<file path="src/rtl/button_arbiter.sv">
// Round-robin arbiter for debounced button pulses: latches requests in a
// pending vector and presents one command at a time, with idle gap cycles after each one.
module button_arbiter #(
    parameter int N   = 4,
    parameter int GAP = 4,
    localparam int W  = $clog2(N)
) (
    input  logic         clk,
    input  logic         rst_n,
    input  logic [N-1:0] req_pulse,
    input  logic         cmd_ready,
    input  logic         clr_overflow,
    output logic         cmd_valid,
    output logic [W-1:0] cmd_id,
    output logic [N-1:0] pending,
    output logic         overflow
);

    typedef enum logic [1:0] {IDLE, PRESENT, HOLD} state_t;

    localparam logic [7:0]   GAP_LOAD  = (GAP > 0) ? 8'(GAP - 1) : 8'd0;
    localparam logic [W-1:0] LAST_INIT = W'(N - 1);
    localparam logic [W:0]   N_WIDE    = (W + 1)'(N);

    state_t         state, state_next;
    logic [7:0]     gap_cnt, gap_next;
    logic [W-1:0]   last_grant, last_next;
    logic [W-1:0]   grant_id, id_next;
    logic           grant_found, grant_now;
    logic           valid_next, overflow_next;
    logic [N-1:0]   grant_mask, pending_next;

    // (base + off) mod N without a divider; the sum never reaches 2N
    function automatic logic [W-1:0] rr_index(input logic [W-1:0] base, input int off);
        logic [W:0] sum;
        sum = {1'b0, base} + (W + 1)'(off);
        if (sum >= N_WIDE)
            sum = sum - N_WIDE;
        return sum[W-1:0];
    endfunction

    always_comb begin
        grant_found = 1'b0;
        grant_id    = '0;
        for (int off = 1; off <= N; off++) begin
            if (!grant_found && pending[rr_index(last_grant, off)]) begin
                grant_found = 1'b1;
                grant_id    = rr_index(last_grant, off);
            end
        end
    end

    always_comb begin
        state_next = state;
        gap_next   = gap_cnt;
        valid_next = cmd_valid;
        id_next    = cmd_id;
        last_next  = last_grant;
        grant_now  = 1'b0;
        unique case (state)
            IDLE: begin
                if (grant_found) begin
                    grant_now  = 1'b1;
                    valid_next = 1'b1;
                    id_next    = grant_id;
                    last_next  = grant_id;
                    state_next = PRESENT;
                end
            end
            PRESENT: begin
                if (cmd_ready) begin
                    valid_next = 1'b0;
                    if (GAP == 0) begin
                        state_next = IDLE;
                    end else begin
                        state_next = HOLD;
                        gap_next   = GAP_LOAD;
                    end
                end
            end
            HOLD: begin
                if (gap_cnt == 8'd0)
                    state_next = IDLE;
                else
                    gap_next = gap_cnt - 8'd1;
            end
            default: state_next = IDLE;
        endcase

        // A pulse on the requester being granted re-arms it rather than counting as lost
        grant_mask    = grant_now ? (N'(1) << grant_id) : '0;
        pending_next  = (pending & ~grant_mask) | req_pulse;
        overflow_next = (|(req_pulse & pending & ~grant_mask)) ? 1'b1
                      : (clr_overflow ? 1'b0 : overflow);
    end

    always_ff @(posedge clk or negedge rst_n) begin
        if (!rst_n) begin
            state      <= IDLE;
            gap_cnt    <= 8'd0;
            last_grant <= LAST_INIT;
            cmd_valid  <= 1'b0;
            cmd_id     <= '0;
            pending    <= '0;
            overflow   <= 1'b0;
        end else begin
            state      <= state_next;
            gap_cnt    <= gap_next;
            last_grant <= last_next;
            cmd_valid  <= valid_next;
            cmd_id     <= id_next;
            pending    <= pending_next;
            overflow   <= overflow_next;
        end
    end

endmodule

</file>
<file path="config.mk">
export PLATFORM = sky130hd
export DESIGN_NAME = button_arbiter
export DESIGN_NICKNAME = d
export VERILOG_FILES = /design/src/rtl/button_arbiter.sv
export SDC_FILE = /design/constraint.sdc
export NUM_CORES = 1
export LEC_CHECK = 0
export BUFFER_PORTS_ARGS = -buffer_cell sky130_fd_sc_hd__buf_2
export CAP_MARGIN = 5
export CORE_MARGIN = 2
export CORE_UTILIZATION = 58
export DETAILED_ROUTE_END_ITERATION = 12
export GPL_ROUTABILITY_DRIVEN = 0
export PLACE_DENSITY_LB_ADDON = 0.12
export REMOVE_ABC_BUFFERS = 1
export SLEW_MARGIN = 5
export SYNTH_ARGS = -nofsm -noshare
export SYNTH_HDL_FRONTEND = slang
export SYNTH_SLANG_ARGS = --single-unit
</file>
<file path="constraint.sdc">
create_clock -name clk -period 3.8 [get_ports clk]
set_clock_uncertainty 0.05 [all_clocks]
set_input_delay 0.38 -clock clk [delete_from_list [all_inputs] [get_ports clk]]
set_output_delay 0.38 -clock clk [all_outputs]
set_load 0.02 [all_outputs]
</file>
==> impl_metrics.tcl, run 1 <==
set metrics [dict create \
    status "finished clean" \
    synth_flop_cell "dfrtp_1" \
    drv_slew 0 \
    dieWidth_um 45.8 \
    routed_wl_um 1980 \
    worst_pin_slew_ps 555 \
    root_buffer "clkbuf_4" \
    htree_levels 1 \
    cp_num_buf_inv 0 \
    die_h_um 45.8 \
    vias 767 \
    final_nets 129 \
    track_usage 0.215 \
    final.setup.tns_ps 0 \
    fin_util 0.672 \
    total_power_uw 968 \
    crit_chain "mux2i_1 > o22ai_1 > nor3_1 > nand2b_1 > and3_1 > nand4b_1" \
    post-dp-hpwl_um 1530 \
    critPathSlowestCell "dfstp_2" \
    p_leak_nw 0.526 \
    dpl_worst_slack_ps 1800 \
    numPortBuffers 15 \
    setup_violations 0 \
    multiInputGateArea_um2 473 \
    cts_sinks 20 \
    period_share 0.534 \
    drt_iter0_drc 17 \
    worstPathRequired_ps 3920 \
    via_per_inst 5.72 \
    fmax_ghz 0.493 \
    slowest_delay_ps 590 \
    cts_tree "done" \
    drc 0 \
    wl_per_cell_um 14.8 \
    n_antenna_cell 0 \
    ir_worst_vdd_mv 0.475 \
    holdPathStages 2 \
    ys_top_cells_by_area "dfrtp_1 45%, dfstp_2 5.2%, xnor2_1 4.3%, nor2_1 4.1%, inv_1 3.0%" \
    seq_area_frac_synth 0.498 \
    finalCriticalPeriod_ps 2030 \
    fp-row-count 15 \
    synth_seq_cells 20 \
    crit_family "simple AND/OR/NAND/NOR gates" \
    reg2reg_depth 6 \
    antenna_found_initial 0 \
    synth_cell_types 36 \
    ff_latch_area_um2 503 \
    yosys_warnings 0 \
    fillCellCount 154 \
    numCtsBuffers 3 \
    r2r_end "overflow" \
    ys_async_sr_fraction 1.00 \
    crit_cells 6 \
    grt_overflow 0 \
    area_growth_pct 12.3 \
    cts_setup_buffers 0 \
    hold_viol 0 \
    dp_cells 130 \
    relSlewSlack 0.627 \
    post-synth-top-count-cell "dfrtp_1" \
    syn_area_um2 1010 \
    synth_common_cells "18 x dfrtp_1, 11 x nor2_1, 8 x inv_1, 8 x nand2_1" \
    synth_top_cell_by_area "dfrtp_1" \
    min_to "state[0]" \
    final_cells 134 \
    start_util 0.599 \
    drv_cap 0 \
    crit_type "flip-flop to flip-flop" \
    hp-start "cmd_ready" \
    dr.pass1.iters 4 \
    startpoint "last_grant[1]" \
    path_clk_slew_ps 100 \
    final_layout_size_suffix_gt1_frac 0.231 \
    grt_pass1_wl_um 3120 \
    synth_top_area_share 0.446 \
    postSynthAreaPerCell_um2 10.2 \
    insertion_delay_ps 290 \
    worst_ep_arrival_time_ps 2150 \
    p_per_area_nw_per_um2 853 \
    cp_max_fo 5 \
    setup_slack_ps 1770 \
    reg2reg_slack_ps 1770 \
    cts_buffer_depth 2 \
    rsz0062_at_grt "false" \
    antenna_left 0 \
    end_kind "flip-flop" \
    reg2reg_from "last_grant[1]" \
    syn_inst 99 \
    hold_class "input pin to flip-flop" \
    io_pins 16 \
    die_area_um2 2090 \
    synth-edff-count 0 \
    start_kind "flip-flop" \
    core_um2 1690 \
    grt_max_degree 21 \
    grt_pass1_vias 691 \
]
[layout make-up]
class,instances,area share
well taps,17,0.0187
inverters,8,0.0265
multi-input cells,70,0.417
clock buffers,3,0.0198
repair buffers,16,0.0750
flip-flops and latches,20,0.443
[report_power, final]
part / internal, mW / switching, mW / leakage (nW) / total, mW
Sequential: 0.313 / 0.110 / 0.228 / 0.422
Clock: 0.0368 / 0.0571 / 0.0138 / 0.0939
Combinational: 0.186 / 0.266 / 0.284 / 0.452
Total: 0.535 / 0.433 / 0.526 / 0.968
[routing by layer]
metal | vias to the layer above | track usage | routed length [um]
li1 | 383 | - | -
met1 | 359 | 0.321 | 893
met2 | 21 | 0.318 | 937
met3 | 4 | 0.0357 | 121
met4 | 0 | 0.0686 | 31
met5 | - | 0 | 0
[cell usage in the layout, fill, tap and decap left out]
| cell | n |
|---|---|
| dfstp_2 | 2 |
| nor3_1 | 4 |
| nor2_1 | 11 |
| ha_1 | 2 |
| a21bo_1 | 1 |
| mux2i_1 | 1 |
| o41a_4 | 1 |
| inv_1 | 8 |
| a21oi_1 | 5 |
| a32oi_1 | 1 |
| xor2_1 | 1 |
| a21oi_2 | 1 |
| nand2_1 | 8 |
| clkbuf_4 | 3 |
| o22ai_1 | 1 |
| a311oi_1 | 1 |
| nor4_2 | 1 |
| or3_4 | 1 |
| nor2b_1 | 1 |
| dlygate4sd3_1 | 1 |
| buf_2 | 15 |
| nand4b_1 | 1 |
| o211ai_1 | 1 |
| nand2b_1 | 4 |
| nand3_1 | 1 |
| nor4_1 | 2 |
| o21ai_4 | 1 |
| o21ai_0 | 3 |
| a21o_1 | 3 |
| dfrtp_1 | 18 |
| a211oi_1 | 1 |
| or4_1 | 1 |
| nor2_4 | 1 |
| and3_1 | 1 |
| or3_1 | 2 |
| and3b_1 | 1 |
| or2b_2 | 1 |
| xnor2_1 | 5 |
[sequential cells by signal, summed over array words and instances, names as in the netlist]
register / count
gap_cnt: 8
overflow: 1
last_grant: 2
state: 2
pending: 4
cmd_valid: 1
cmd_id: 2
[how the worst max path moves through the flow]
stage,endpoint,slack [ps]
5_1_grt,gap_cnt[6],1640
3_5_place_dp,gap_cnt[6],1800
4_1_cts,gap_cnt[6],1790
6_report,overflow,1770
3_3_place_gp,overflow,1850
2_1_floorplan,gap_cnt[6],1920
[timing repair]
item / 4_1_cts / 5_1_grt
hold buffers: 1 / 0
gates resized for setup: 0 / 0
endpoints found under the hold margin: 18 / 0
[cells by family (layout without fill, tap and decap cells)]
| family | after synthesis | count (layout) | synth area share |
|---|---|---|---|
| compound gates | 20 | 20 | 0.156 |
| xor+xnor | 6 | 6 | 0.0520 |
| fa+ha+maj | 2 | 2 | 0.0247 |
| buf+inv | 9 | 27 | 0.0346 |
| flops | 20 | 20 | 0.498 |
| mux | 1 | 1 | 0.00990 |
| simple gates | 41 | 41 | 0.225 |
[through the flow]
step / area [um^2] / hold WS, ps
3_3_place_gp: 1100 / 296
5_1_grt: 1130 / 222
2_1_floorplan: 1010 / 34.4
4_1_cts: 1130 / 210
6_report: 1130 / 218
3_5_place_dp: 1100 / 296
(Power assumes the default switching activity.)
==> inputs of run 2 (changes only) <==
Settings changed: CORE_UTILIZATION 58 to 54.
Clock period 3.8 ns to 2.1 ns, I/O delays scaled along.
==> impl_metrics.tcl, run 2 (synthesis gave the netlist of run 1 again) <==
set metrics [dict create \
    status "finished clean" \
    rsz0062_at_grt "true" \
    routed_wl_um 2080 \
    numPortBuffers 15 \
    final_nets 136 \
    dpl_cell_area_um2 1130 \
    drc 0 \
    setup_slack_ps 78.2 \
    met2_usage 0.289 \
    combPwrFrac 0.467 \
    cts_sinks 20 \
    path_clk_slew_ps 110 \
    p_clk_frac 0.152 \
    antenna_found_initial 0 \
    drt_iter0_drc 9 \
    hold_viol 0 \
    multiInputGateArea_um2 498 \
    p_sw_uw 826 \
    grt_use_met1 0.294 \
    drv_slew 0 \
    n_antenna_cell 0 \
    post-dp-hpwl_um 1420 \
    dr.pass1.iters 4 \
    fillCellCount 132 \
    area_growth_pct 24.1 \
    worstPathRequired_ps 2230 \
    worst_ep_arrival_time_ps 2150 \
    dieWidth_um 47.3 \
    ff_latch_area_um2 505 \
    final_cells 150 \
    cts_buffer_depth 2 \
    period_share 0.963 \
    hold_class "input pin to flip-flop" \
    ir_worst_vdd_mv 1.03 \
    track_usage 0.202 \
    antenna_left 0 \
    worst_pin_slew_ps 530 \
    regMostFlops "gap_cnt" \
    p_leak_nw 0.571 \
    setup_violations 0 \
    total_power_mw 2.00 \
    mostFrequentLayoutCells "16 x dfrtp_1, 15 x buf_2, 11 x nor2_1" \
    dp_cells 140 \
    internal-power_mw 1.18 \
    gr-usage-met3 0.0692 \
    insertion_delay_ps 300 \
    grt_max_degree 21 \
    end_kind "flip-flop" \
    start_kind "flip-flop" \
    numCtsBuffers 3 \
    netSwitchingFraction 0.412 \
    grt_overflow 0 \
    vias 799 \
    seqPwrFrac 0.381 \
    die_area_um2 2230 \
    finalCriticalPeriod_ps 2020 \
    fp-row-count 15 \
    final_layout_size_suffix_gt1_frac 0.336 \
    core_um2 1750 \
    p_per_area_nw_per_um2 1600 \
    grt_pass1_wl_um 3060 \
    relSlewSlack 0.644 \
    via_per_inst 5.33 \
    fmax_ghz 0.495 \
    largestRegisters "gap_cnt x8, pending x4" \
    whs_ps 40.7 \
    htree_levels 1 \
    start_util 0.579 \
    io_pins 16 \
    cts_tree "done" \
    die_h_um 47.3 \
    drv_cap 0 \
    grt_pass1_vias 656 \
    cp_max_fo 4 \
    dpl_worst_slack_ps 114 \
    largest_register_ffs 8 \
    root_buffer "clkbuf_4" \
    crit_type "flip-flop to flip-flop" \
    busiest_layer "met1" \
    layout_commonest_cell "dfrtp_1" \
    wl_per_cell_um 13.9 \
    stdcell_area_um2 1250 \
]
==> run 2: cell types whose count changed in the layout (fill, tap and decap cells not counted) <==
cell	previous run	this run
bufinv_16	0	1
nor3_1	4	2
dfrtp_1	18	16
buf_4	0	7
ha_4	0	1
or2b_4	0	1
inv_1	8	6
inv_2	0	2
dfrtp_2	0	2
ha_1	2	1
or2b_2	1	0
nor3_2	0	2
==> run 2: worst max-delay path, cell delays in order (launching register included) <==
cell and delay (ps):
dfrtp_2 450, inv_2 90, ha_4 120, or2b_4 260, o41a_4 460, o21ai_4 190, nor3_1 70, xnor2_1 140
nor2_1 50
==> run 2: final cells by class <==
cell class              instances  area share
clock inverters                 1      0.0239
flip-flops and latches         20       0.403
repair buffers                 23       0.110
inverters                       8      0.0239
well taps                      25      0.0249
multi-input cells              70       0.397
clock buffers                   3      0.0179
==> run 2: power by group through the flow <==
stage	sequential, mW	combinational (mW)	clock (mW)
finish	0.763	0.937	0.305
floorplan	0.795	0.546	0
global route	0.790	1.04	0.331
detailed placement	0.758	0.832	0
CTS	0.754	0.837	0.313
global placement	0.747	0.810	0
==> run 2: final timing paths <==
path | end | cells after the start | slack [ps] | startpoint
max | gap_cnt[6] | 8 | 80 | gap_cnt[0]
min | pending[0] | 2 | 40 | req_pulse[0]
max reg2reg | gap_cnt[6] | 8 | 80 | gap_cnt[0]
min reg2reg | state[0] | 1 | 420 | state[1]
max in group asynchronous | last_grant[1] | 2 | 1330 | rst_n
min in group asynchronous | pending[0] | 2 | 320 | rst_n
==> run 2: metrics by stage <==
stage | setup TNS, ps | util
3_5_place_dp | 0 | 0.646
4_1_cts | 0 | 0.682
2_1_floorplan | 0 | -
6_report | 0 | 0.719
3_3_place_gp | 0 | 0.646
5_1_grt | -69.8 | 0.719
==> run 2: per-layer routing <==
metal | vias up | share of wire
li1 | 399 | -
met1 | 377 | 0.47
met2 | 21 | 0.47
met3 | 2 | 0.049
met4 | 0 | 0.0072
met5 | - | 0
==> run 2: what timing repair did <==
action                                  CTS  global route
endpoints found under the hold margin    18             0
endpoints found under the setup margin    0             6
setup buffers                             0             5
resized for setup                         0             9
hold buffers                              1             0
==> inputs of run 3 (changes only) <==
Settings changed: CTS_CLUSTER_DIAMETER from default to 150.
Clock period 2.1 ns to 2.31 ns, I/O delays scaled along.
==> impl_metrics.tcl, run 3 (synthesis gave the netlist of run 1 again) <==
set metrics [dict create \
    reg2reg_depth 8 \
    die_h_um 47.3 \
    path_clk_slew_ps 110 \
    wl_per_cell_um 12.8 \
    routed_wl_um 1840 \
    whs_ps 61.2 \
    final_cells 144 \
    drv_slew 0 \
    root_buffer "clkbuf_4" \
    area_growth_pct 15.3 \
    hold_class "input pin to flip-flop" \
    dr.pass1.iters 4 \
    p_leak_nw 0.538 \
    largestRegisters "gap_cnt x8, pending x4" \
    slowest_delay_ps 450 \
    vias 770 \
    cts_buffer_depth 2 \
    dieWidth_um 47.3 \
    met2_usage 0.265 \
    largest_register_ffs 8 \
    crit_type "flip-flop to flip-flop" \
    r2r_end "gap_cnt[4]" \
    layout_commonest_cell "dfrtp_1" \
    holdPathStages 2 \
    final_layout_size_suffix_gt1_frac 0.244 \
    dpl_worst_slack_ps 331 \
    track_usage 0.198 \
    start_kind "flip-flop" \
    dp_cells 139 \
    cp_num_buf_inv 1 \
    post-dp-hpwl_um 1390 \
    rsz0062_at_grt "false" \
    drt_iter0_drc 11 \
    busiest_layer "met1" \
    numCtsBuffers 3 \
    critPathSlowestCell "dfrtp_1" \
    setup_violations 0 \
    n_antenna_cell 0 \
    grt_max_degree 21 \
    regMostFlops "gap_cnt" \
    antenna_left 0 \
    start_util 0.579 \
    cp_max_fo 6 \
    relSlewSlack 0.639 \
    worst_ep_arrival_time_ps 2150 \
    fp-row-count 15 \
    insertion_delay_ps 300 \
    status "finished clean" \
    grt_use_met1 0.304 \
    worstPathRequired_ps 2460 \
    numPortBuffers 15 \
    reg2reg_slack_ps 310 \
    drc 0 \
    cts_sinks 20 \
    die_area_um2 2230 \
    period_share 0.866 \
    hp-start "cmd_ready" \
    mostFrequentLayoutCells "18 x dfrtp_1, 15 x buf_2, 11 x nor2_1" \
    grt_pass1_vias 693 \
    core_um2 1750 \
    fmax_ghz 0.500 \
    min_to "state[0]" \
    startpoint "gap_cnt[0]" \
    grt_overflow 0 \
    worst_pin_slew_ps 537 \
    end_kind "flip-flop" \
    via_per_inst 5.35 \
    final.setup.tns_ps 0 \
    drv_cap 0 \
    setup_slack_ps 310 \
    crit_chain "inv_1 > ha_1 > or2b_2 > o41a_4 > o21ai_4 > nor3_1 > xnor2_1 > nor2_1" \
    final_nets 130 \
    cts_tree "done" \
    finalCriticalPeriod_ps 2000 \
    p_per_area_nw_per_um2 1390 \
    grt_pass1_wl_um 3050 \
    reg2reg_from "gap_cnt[0]" \
    ir_worst_vdd_mv 0.791 \
    antenna_found_initial 0 \
    crit_family "compound AO/OA/AOI/OAI gates" \
    io_pins 16 \
    gr-usage-met3 0.0346 \
    hold_viol 0 \
    total_power_mw 1.62 \
    post_cts_resized 0 \
    htree_levels 1 \
]
==> run 3: layer usage <==
metal | vias to the layer above | routed length [um]
li1 | 387 | -
met1 | 365 | 943
met2 | 16 | 816
met3 | 2 | 67
met4 | 0 | 15
met5 | - | 0
==> run 3: area by class of cell <==
type,count,area [um^2]
clock buffers,4,36.3
fillers,142,579
inverters,8,30.0
multi-input cells,70,473
flip-flops and latches,20,503
well taps,25,31.3
repair buffers,17,92.6
==> run 3: stage by stage <==
stage | area (um^2) | utilization
floorplan | 1010 | -
global placement | 1120 | 0.642
detailed placement | 1120 | 0.642
CTS | 1170 | 0.668
global route | 1170 | 0.668
finish | 1170 | 0.668
==> run 3: worst reg2reg max path, stage by stage, from the launching register on <==
cell	delay, ps
dfrtp_1	450
inv_1	110
ha_1	150
or2b_2	300
o41a_4	400
o21ai_4	160
nor3_1	70
xnor2_1	150
nor2_1	60
==> run 3: what timing repair did <==
item / CTS / global route
hold endpoints to repair: 18 / 0
buffers inserted: 0 / 0
hold buffers: 1 / 0
==> run 3: how the worst max path moves through the flow <==
stage | end | cells past startpoint
after global routing | gap_cnt[4] | 8
after CTS | gap_cnt[4] | 8
after global placement | gap_cnt[4] | 8
after detailed placement | gap_cnt[6] | 8
final | gap_cnt[4] | 8
after floorplan | gap_cnt[6] | 8
==> run 3: power breakdown <==
group	switching (mW)	internal, mW
clock network	0.106	0.0961
registers	0.169	0.514
logic	0.422	0.312
total	0.697	0.922
